`src/rtl/proc_block_sink.sv`:
```
// rtl/proc_block_sink.sv - blocked-burst W sink: FIFO buffer, sequential processor-memory writes, block_fin handshake
//
// Ports:
//   clk, rst                      single clock, synchronous active-high reset
//   routers_ps                    router present state (3'b001 = BLOCKED)
//   s_wvalid/s_wdata/s_wlast      diverted W beat in; s_wready out
//   mem_wr_en/addr/data           sequential memory write request; mem_ready in
//   proc_full                     back-pressure to router (registered occupancy based)
//   block_fin, block_ack          burst-written level and its acknowledge
//   blk_beats                     beats accepted in the current/last burst, saturating at 256
module proc_block_sink #(
    parameter int DATA_WIDTH  = 32,
    parameter int ADDR_WIDTH  = 8,
    parameter int DEPTH       = 8,
    parameter int FULL_MARGIN = 1,
    parameter logic [ADDR_WIDTH-1:0] BLOCK_BASE = '0
) (
    input  logic                  clk,
    input  logic                  rst,
    input  logic [2:0]            routers_ps,
    input  logic                  s_wvalid,
    input  logic [DATA_WIDTH-1:0] s_wdata,
    input  logic                  s_wlast,
    output logic                  s_wready,
    output logic                  mem_wr_en,
    output logic [ADDR_WIDTH-1:0] mem_wr_addr,
    output logic [DATA_WIDTH-1:0] mem_wr_data,
    input  logic                  mem_ready,
    output logic                  proc_full,
    output logic                  block_fin,
    input  logic                  block_ack,
    output logic [8:0]            blk_beats
);
    localparam int PW = $clog2(DEPTH);
    localparam int CW = PW + 1;
    localparam logic [CW-1:0] FULL_LVL  = CW'(DEPTH);
    localparam logic [CW-1:0] THRESHOLD = CW'(DEPTH - FULL_MARGIN);

    typedef enum logic [1:0] {IDLE, COLLECT, DRAIN, FIN} state_t;

    state_t                state, state_nxt;
    logic [DATA_WIDTH-1:0] fifo [DEPTH];
    logic [PW-1:0]         wr_ptr, rd_ptr;
    logic [CW-1:0]         count, count_nxt;
    logic [ADDR_WIDTH-1:0] wr_addr;
    logic [8:0]            beats;
    logic                  blocked, accept_ok, wr_req, push, pop, active;

    assign blocked = (routers_ps == 3'b001);

    // Acceptance and write request both use the registered count, so a pop
    // only frees a slot for the following cycle and a push only becomes
    // visible to memory one cycle later.
    always_comb begin
        active    = (state == COLLECT) || (state == DRAIN);
        accept_ok = (state == COLLECT) && blocked && (count < FULL_LVL);
        wr_req    = active && (count != '0);
        push      = s_wvalid && accept_ok;
        pop       = wr_req && mem_ready;
        count_nxt = count + CW'(push) - CW'(pop);
    end

    always_comb begin
        state_nxt = state;
        case (state)
            IDLE:    if (blocked && s_wvalid) state_nxt = COLLECT;
            COLLECT: if (push && s_wlast)     state_nxt = DRAIN;
            // Enter FIN in the cycle right after the last write lands.
            DRAIN:   if (count_nxt == '0)     state_nxt = FIN;
            FIN:     if (block_ack)           state_nxt = IDLE;
            default:                          state_nxt = IDLE;
        endcase
    end

    // Outputs are forced low while rst is high so a reset mid-burst is
    // visible on the pins immediately.
    always_comb begin
        s_wready    = !rst && accept_ok;
        mem_wr_en   = !rst && wr_req;
        mem_wr_addr = mem_wr_en ? wr_addr : '0;
        mem_wr_data = mem_wr_en ? fifo[rd_ptr] : '0;
        proc_full   = !rst && active && (count >= THRESHOLD);
        block_fin   = !rst && (state == FIN);
        blk_beats   = rst ? 9'd0 : beats;
    end

    always_ff @(posedge clk) begin
        if (!rst && push) begin
            fifo[wr_ptr] <= s_wdata;
        end
    end

    always_ff @(posedge clk) begin
        if (rst) begin
            state   <= IDLE;
            wr_ptr  <= '0;
            rd_ptr  <= '0;
            count   <= '0;
            wr_addr <= BLOCK_BASE;
            beats   <= 9'd0;
        end else begin
            state <= state_nxt;
            count <= count_nxt;
            if (push) begin
                wr_ptr <= wr_ptr + PW'(1);
            end
            if (pop) begin
                rd_ptr <= rd_ptr + PW'(1);
            end
            // A new burst always restarts at the base address; otherwise the
            // address advances with each completed write and wraps silently.
            if ((state == IDLE) && (state_nxt == COLLECT)) begin
                wr_addr <= BLOCK_BASE;
                beats   <= 9'd0;
            end else begin
                if (pop) begin
                    wr_addr <= wr_addr + ADDR_WIDTH'(1);
                end
                if (push && (beats != 9'd256)) begin
                    beats <= beats + 9'd1;
                end
            end
        end
    end
endmodule

```
`config.mk`:
```
export PLATFORM = sky130hd
export DESIGN_NAME = proc_block_sink
export DESIGN_NICKNAME = d
export VERILOG_FILES = /design/src/rtl/proc_block_sink.sv
export SDC_FILE = /design/constraint.sdc
export NUM_CORES = 1
export LEC_CHECK = 0
export CAP_MARGIN = 20
export CORE_UTILIZATION = 34
export DETAILED_ROUTE_END_ITERATION = 6
export RECOVER_POWER = 100
export SLEW_MARGIN = 20
export SYNTH_ARGS = -nofsm -noshare
export SYNTH_HDL_FRONTEND = slang
export SYNTH_SLANG_ARGS = --single-unit
```
`constraint.sdc`:
```
create_clock -name clk -period 6 [get_ports clk]
set_input_delay 1.2 -clock clk [delete_from_list [all_inputs] [get_ports clk]]
set_output_delay 1.2 -clock clk [all_outputs]
set_load 0.01 [all_outputs]
```
Word-level counts from Yosys, hierarchy flattened
Memory sizes are Yosys's and may differ from the RTL's. A register that Yosys moved wholly into a read port is not among the register bits. Cells that the tools add are included.

Equality and inequality tests: 6. Mux-type cells: 12. Magnitude comparators: 2. $add $sub $neg: 6. Reductions and logical operators: 21.

Operators with widths (count): two-way mux 32 bit (1); logical AND 1 bit (15); adder 9 x 1 -> 9 bit (second input constant) (1); two-way mux 9 bit (1); inequality test 9 bit (second input constant) (1); adder 8 x 1 -> 8 bit (second input constant) (1); two-way mux 2 bit (4); two-way mux 8 bit (1); one-hot mux 2 bit (4 select lines) (1); adder 3 x 1 -> 3 bit (second input constant) (2); two-way mux 3 bit (2); adder 4 x 1 -> 4 bit (1); equality test 2 x 1 -> 1 bit (second input constant) (2); equality test 2 bit (second input constant) (2); >= comparator 4 x 3 -> 1 bit (second input constant) (1); zero test 4 bit (1); less-than comparator 4 bit (second input constant) (1); nonzero test 4 bit (1); subtractor 4 x 1 -> 4 bit (1); equality test 3 x 1 -> 1 bit (second input constant) (1); zero test 2 bit (1); two-way mux 1 bit (2); OR reduction 2 bit (1); zero test 1 bit (1); logical OR 1 bit (1).

Word-level logic and storage cells: 54. Flip-flop bits (word level): 29. Memories: 1. RAM bits: 256. Input bits: 41. Output and inout port bits: 53.

Memory list: fifo (depth 8, width 32, rd ports 1, clocked after Yosys merged registers in 1, wr ports 1, line 42) `logic [DATA_WIDTH-1:0] fifo [DEPTH];`.

Longest topological paths before layout
Depth in word-level cells: 12. Depth in mapped cells: 15.

Least setup slack after synthesis
OpenSTA, ideal clock, no wires.

Kind: input -> register. Start point: input port routers_ps[1]. End point: memory fifo[1][0], enable pin. Path buffers: 1. Stages on the path: 5. Data arrival time: 4.068 ns. Setup slack: 1.471 ns. Path through: nor3b_2 -> and3_1 -> buf_6 -> nand3b_1 -> nor3_1.

Word-level cells in the longest chain between the ends: 7.

Ends and longest elaborated chain: from (decl) (line 20) `input logic [2:0] routers_ps,`; equality test 3 x 1 -> 1 bit (line 49) `assign blocked = (routers_ps == 3'b001);`; logical AND 1 bit (2 in a row) (line 56) `accept_ok = (state == COLLECT) && blocked && (count < FULL_LVL);`; logical AND 1 bit (line 58) `push = s_wvalid && accept_ok;`; logical AND 1 bit (line 88) `if (!rst && push) begin`; two-way mux 1 bit (line 88); two-way mux 1 bit (implied by the code) (line 89) `fifo[wr_ptr] <= s_wdata;`; to (decl) (line 42).

No other way between the ends.

Worst setup path after layout
Start point: input port routers_ps[0]. End point: memory fifo[4][12], enable pin.

The elaborated chain is that of the path after synthesis.

==> impl_metrics.tcl <==
set metrics [dict create \
    yosysMostFrequentCell "edfxtp_1" \
    finalNonFillerCells 1208 \
    violations "capacitance limit, slew limit" \
    critPathMaxStageDelay_ps 1210 \
    dieHeight_um 186 \
    drive_above_1_share 0.166 \
    setup_violations 0 \
    layout_min_cycle_time_ps 5080 \
    synth_cells 625 \
    synth_seq_cells 288 \
    final_nets 792 \
    worst_pin_slew_ps 2500 \
    numCtsBuffers 29 \
    drt_first_pass_iters 4 \
    dp_cells 1152 \
    drcViolationCount 0 \
    synth_warnings 0 \
    cap_violations 6 \
    crit_chain "dlygate4sd3_1 > nor3b_1 > and3_1 > clkinvlp_2 > or3_1 > nor2_1 > clkbuf_1" \
    slew_headroom -0.664 \
    synthTopCellsByArea "edfxtp_1 66%, mux4_2 12%, dfxtp_1 5.5%, mux2i_1 3.0%, nor2_1 2.1%" \
    clk_pin_slew_ps 60 \
    wire_per_inst_um 19.0 \
    design.die.area_um2 34800 \
    initial_utilization 0.345 \
    async_flop_share 0 \
    cts_tree "yes" \
    core_um2 33500 \
    htreeDepth 1 \
    pin_count 94 \
    cp_max_fo 14 \
    grt_use_met2 0.217 \
    avgViaCountPerCell 4.86 \
    clock_path_buffers 3 \
    drv_slew 150 \
    grt_pass1_vias 6065 \
    synth_edf_count 256 \
    fillCellCount 3010 \
    setup_tns_ps 0 \
    grt-ovfl-total 0 \
    chipWidth_um 186 \
    antenna_found_initial 4 \
    cts.hold.buffers_added 0 \
    cts-root-buf "clkbuf_16" \
    skew_ps 10.7 \
    worstSkewPairLatency_ps 550 \
    critPathKind "primary input to flop" \
    cts.sink_count 288 \
    synth_top_area_share 0.665 \
    post-route-period-util 0.847 \
    wl_mm 23.0 \
    met3_usage 0.0260 \
    portBuffers 93 \
    ys_seq_area_frac 0.720 \
    ir_worst_vdd_mv 0.225 \
    synth_ff_type "edfxtp_1" \
    clock.fmax_mhz 197 \
    cp-end-kind "flop" \
    critPathTopFamily "simple AND/OR/NAND/NOR gates" \
    netlist_area_um2 11600 \
    cp_slowest_cell "nor2_1" \
    post-dp-hpwl_mm 13.3 \
    drt_iter0_drc 325 \
    grt_pass1_wl_mm 35.9 \
    rows 67 \
    status "finished, violations left" \
    synth_largest_area_cell "edfxtp_1" \
    netlist_top_cells_count "256 x edfxtp_1, 66 x nor2_1, 64 x mux4_2" \
    yosysUniqueCellTypes 47 \
    syn-mean-instance-area_um2 18.5 \
    grtUsageMet1 0.187 \
    leakagePower_nw 4.39 \
    arrival_ps 5260 \
    cp.buffers_inverters 3 \
    antenna_left 0 \
    routabilityCongestion 0.770 \
    cp.required_ps 6170 \
    grt_max_degree 36 \
    grt_usage 0.134 \
    num_vias 5866 \
    power.density_nw_per_um2 291 \
    syn2layout_area_growth_pct 21.0 \
    rsz0062_at_grt "no" \
    grt_busiest_layer "met2" \
    post_cts.repair.setup_buffers 0 \
    syn_nets 682 \
    post_cts_resized 0 \
    min_path_type "flop to flop" \
    startpoint_type "primary input" \
    finalHoldViolCount 0 \
]
through the flow:
step                      total power [mW]   util  hold slack, ps  instance area (um2)  worst slack (ps)
after CTS                             4.13  0.420             500                14100              1280
after detailed placement              2.28  0.390             487                13100              1280
after global routing                  4.20  0.417             536                14000               608
after global placement                2.28  0.390             473                13100              1310
after floorplan                       2.23      -             447                11600              1470
final                                 4.07  0.417             500                14000               917
kinds of logic (layout without fill, tap and decap cells):
group / after synthesis / count (layout) / synth area share
xor gates and xnor gates: 16 / 16 / 0.0121
AOI/OAI and AO/OA: 21 / 21 / 0.0123
adders and majority gates: 16 / 16 / 0.0180
and+or+nand+nor: 141 / 141 / 0.0634
muxes: 99 / 99 / 0.155
DFF: 288 / 288 / 0.720
other: 0 / 2 / 0
buffers and inverters: 44 / 177 / 0.0190
final cells by class:
class | count | area [um2] | share of cell area
inverter | 14 | 53.8 | 0.00384
clock inverter | 18 | 205 | 0.0147
timing repair buffer | 109 | 1030 | 0.0733
tap | 448 | 561 | 0.0401
clock buffer | 36 | 782 | 0.0559
sequential | 288 | 8330 | 0.595
antenna | 2 | 5.00 | 0.000358
multi-input combinational | 293 | 3030 | 0.216
layer usage:
metal | up-vias | routed length [um]
met5 | - | 38
met4 | 6 | 384
met3 | 33 | 934
met2 | 124 | 10900
met1 | 3013 | 10700
li1 | 2690 | -
power breakdown:
| part | switching, mW | total, mW | leakage [nW] | internal, mW |
|---|---|---|---|---|
| logic | 0.0331 | 0.0559 | 1.36 | 0.0228 |
| registers | 0.000524 | 2.18 | 2.56 | 2.18 |
| clock network | 0.737 | 1.84 | 0.477 | 1.10 |
| total | 0.771 | 4.07 | 4.39 | 3.30 |
worst min-delay path: cells and delay by family (launching register included):
| family | cells | cell delay [ps] |
|---|---|---|
| DFF | 1 | 330 |
| AOI/OAI and AO/OA | 2 | 130 |
flip-flops by register name, summed over array words and instances, names as in the netlist, named ones only:
name     cells
fifo       256
beats        9
wr_addr      8
count        4
rd_ptr       3
wr_ptr       3
state        2
layout by cell type (no fill, tap or decap), types with 3 or more instances in the layout:
cell type / instances
nor2b_1: 9
ha_1: 15
dfxtp_1: 29
inv_1: 13
a211oi_1: 3
clkdlybuf4s50_1: 16
clkinv_1: 7
nor3b_1: 4
buf_4: 5
clkbuf_8: 3
edfxtp_1: 256
mux4_2: 64
nand4_1: 6
mux2i_1: 35
o21ai_0: 4
xor2_1: 5
nor4_1: 6
clkbuf_16: 29
a21oi_1: 6
nand3_1: 8
dlygate4sd3_1: 77
clkbuf_1: 14
nor2_1: 64
xnor2_1: 11
bufinv_16: 4
and2_0: 9
and4bb_2: 3
nor3_1: 3
nand2b_1: 4
nand2_1: 9
clkinv_2: 3
worst paths after layout:
path	startpoint	endpoint	slack, ps	depth (start not counted)
max reg2reg	state[1]	fifo[4][12]	1680	8
min	wr_addr[7]	wr_addr[7]	500	2
min reg2reg	wr_addr[7]	wr_addr[7]	500	2
max	routers_ps[0]	fifo[4][12]	920	7
Note: power is estimated with default switching activity, not from simulation.
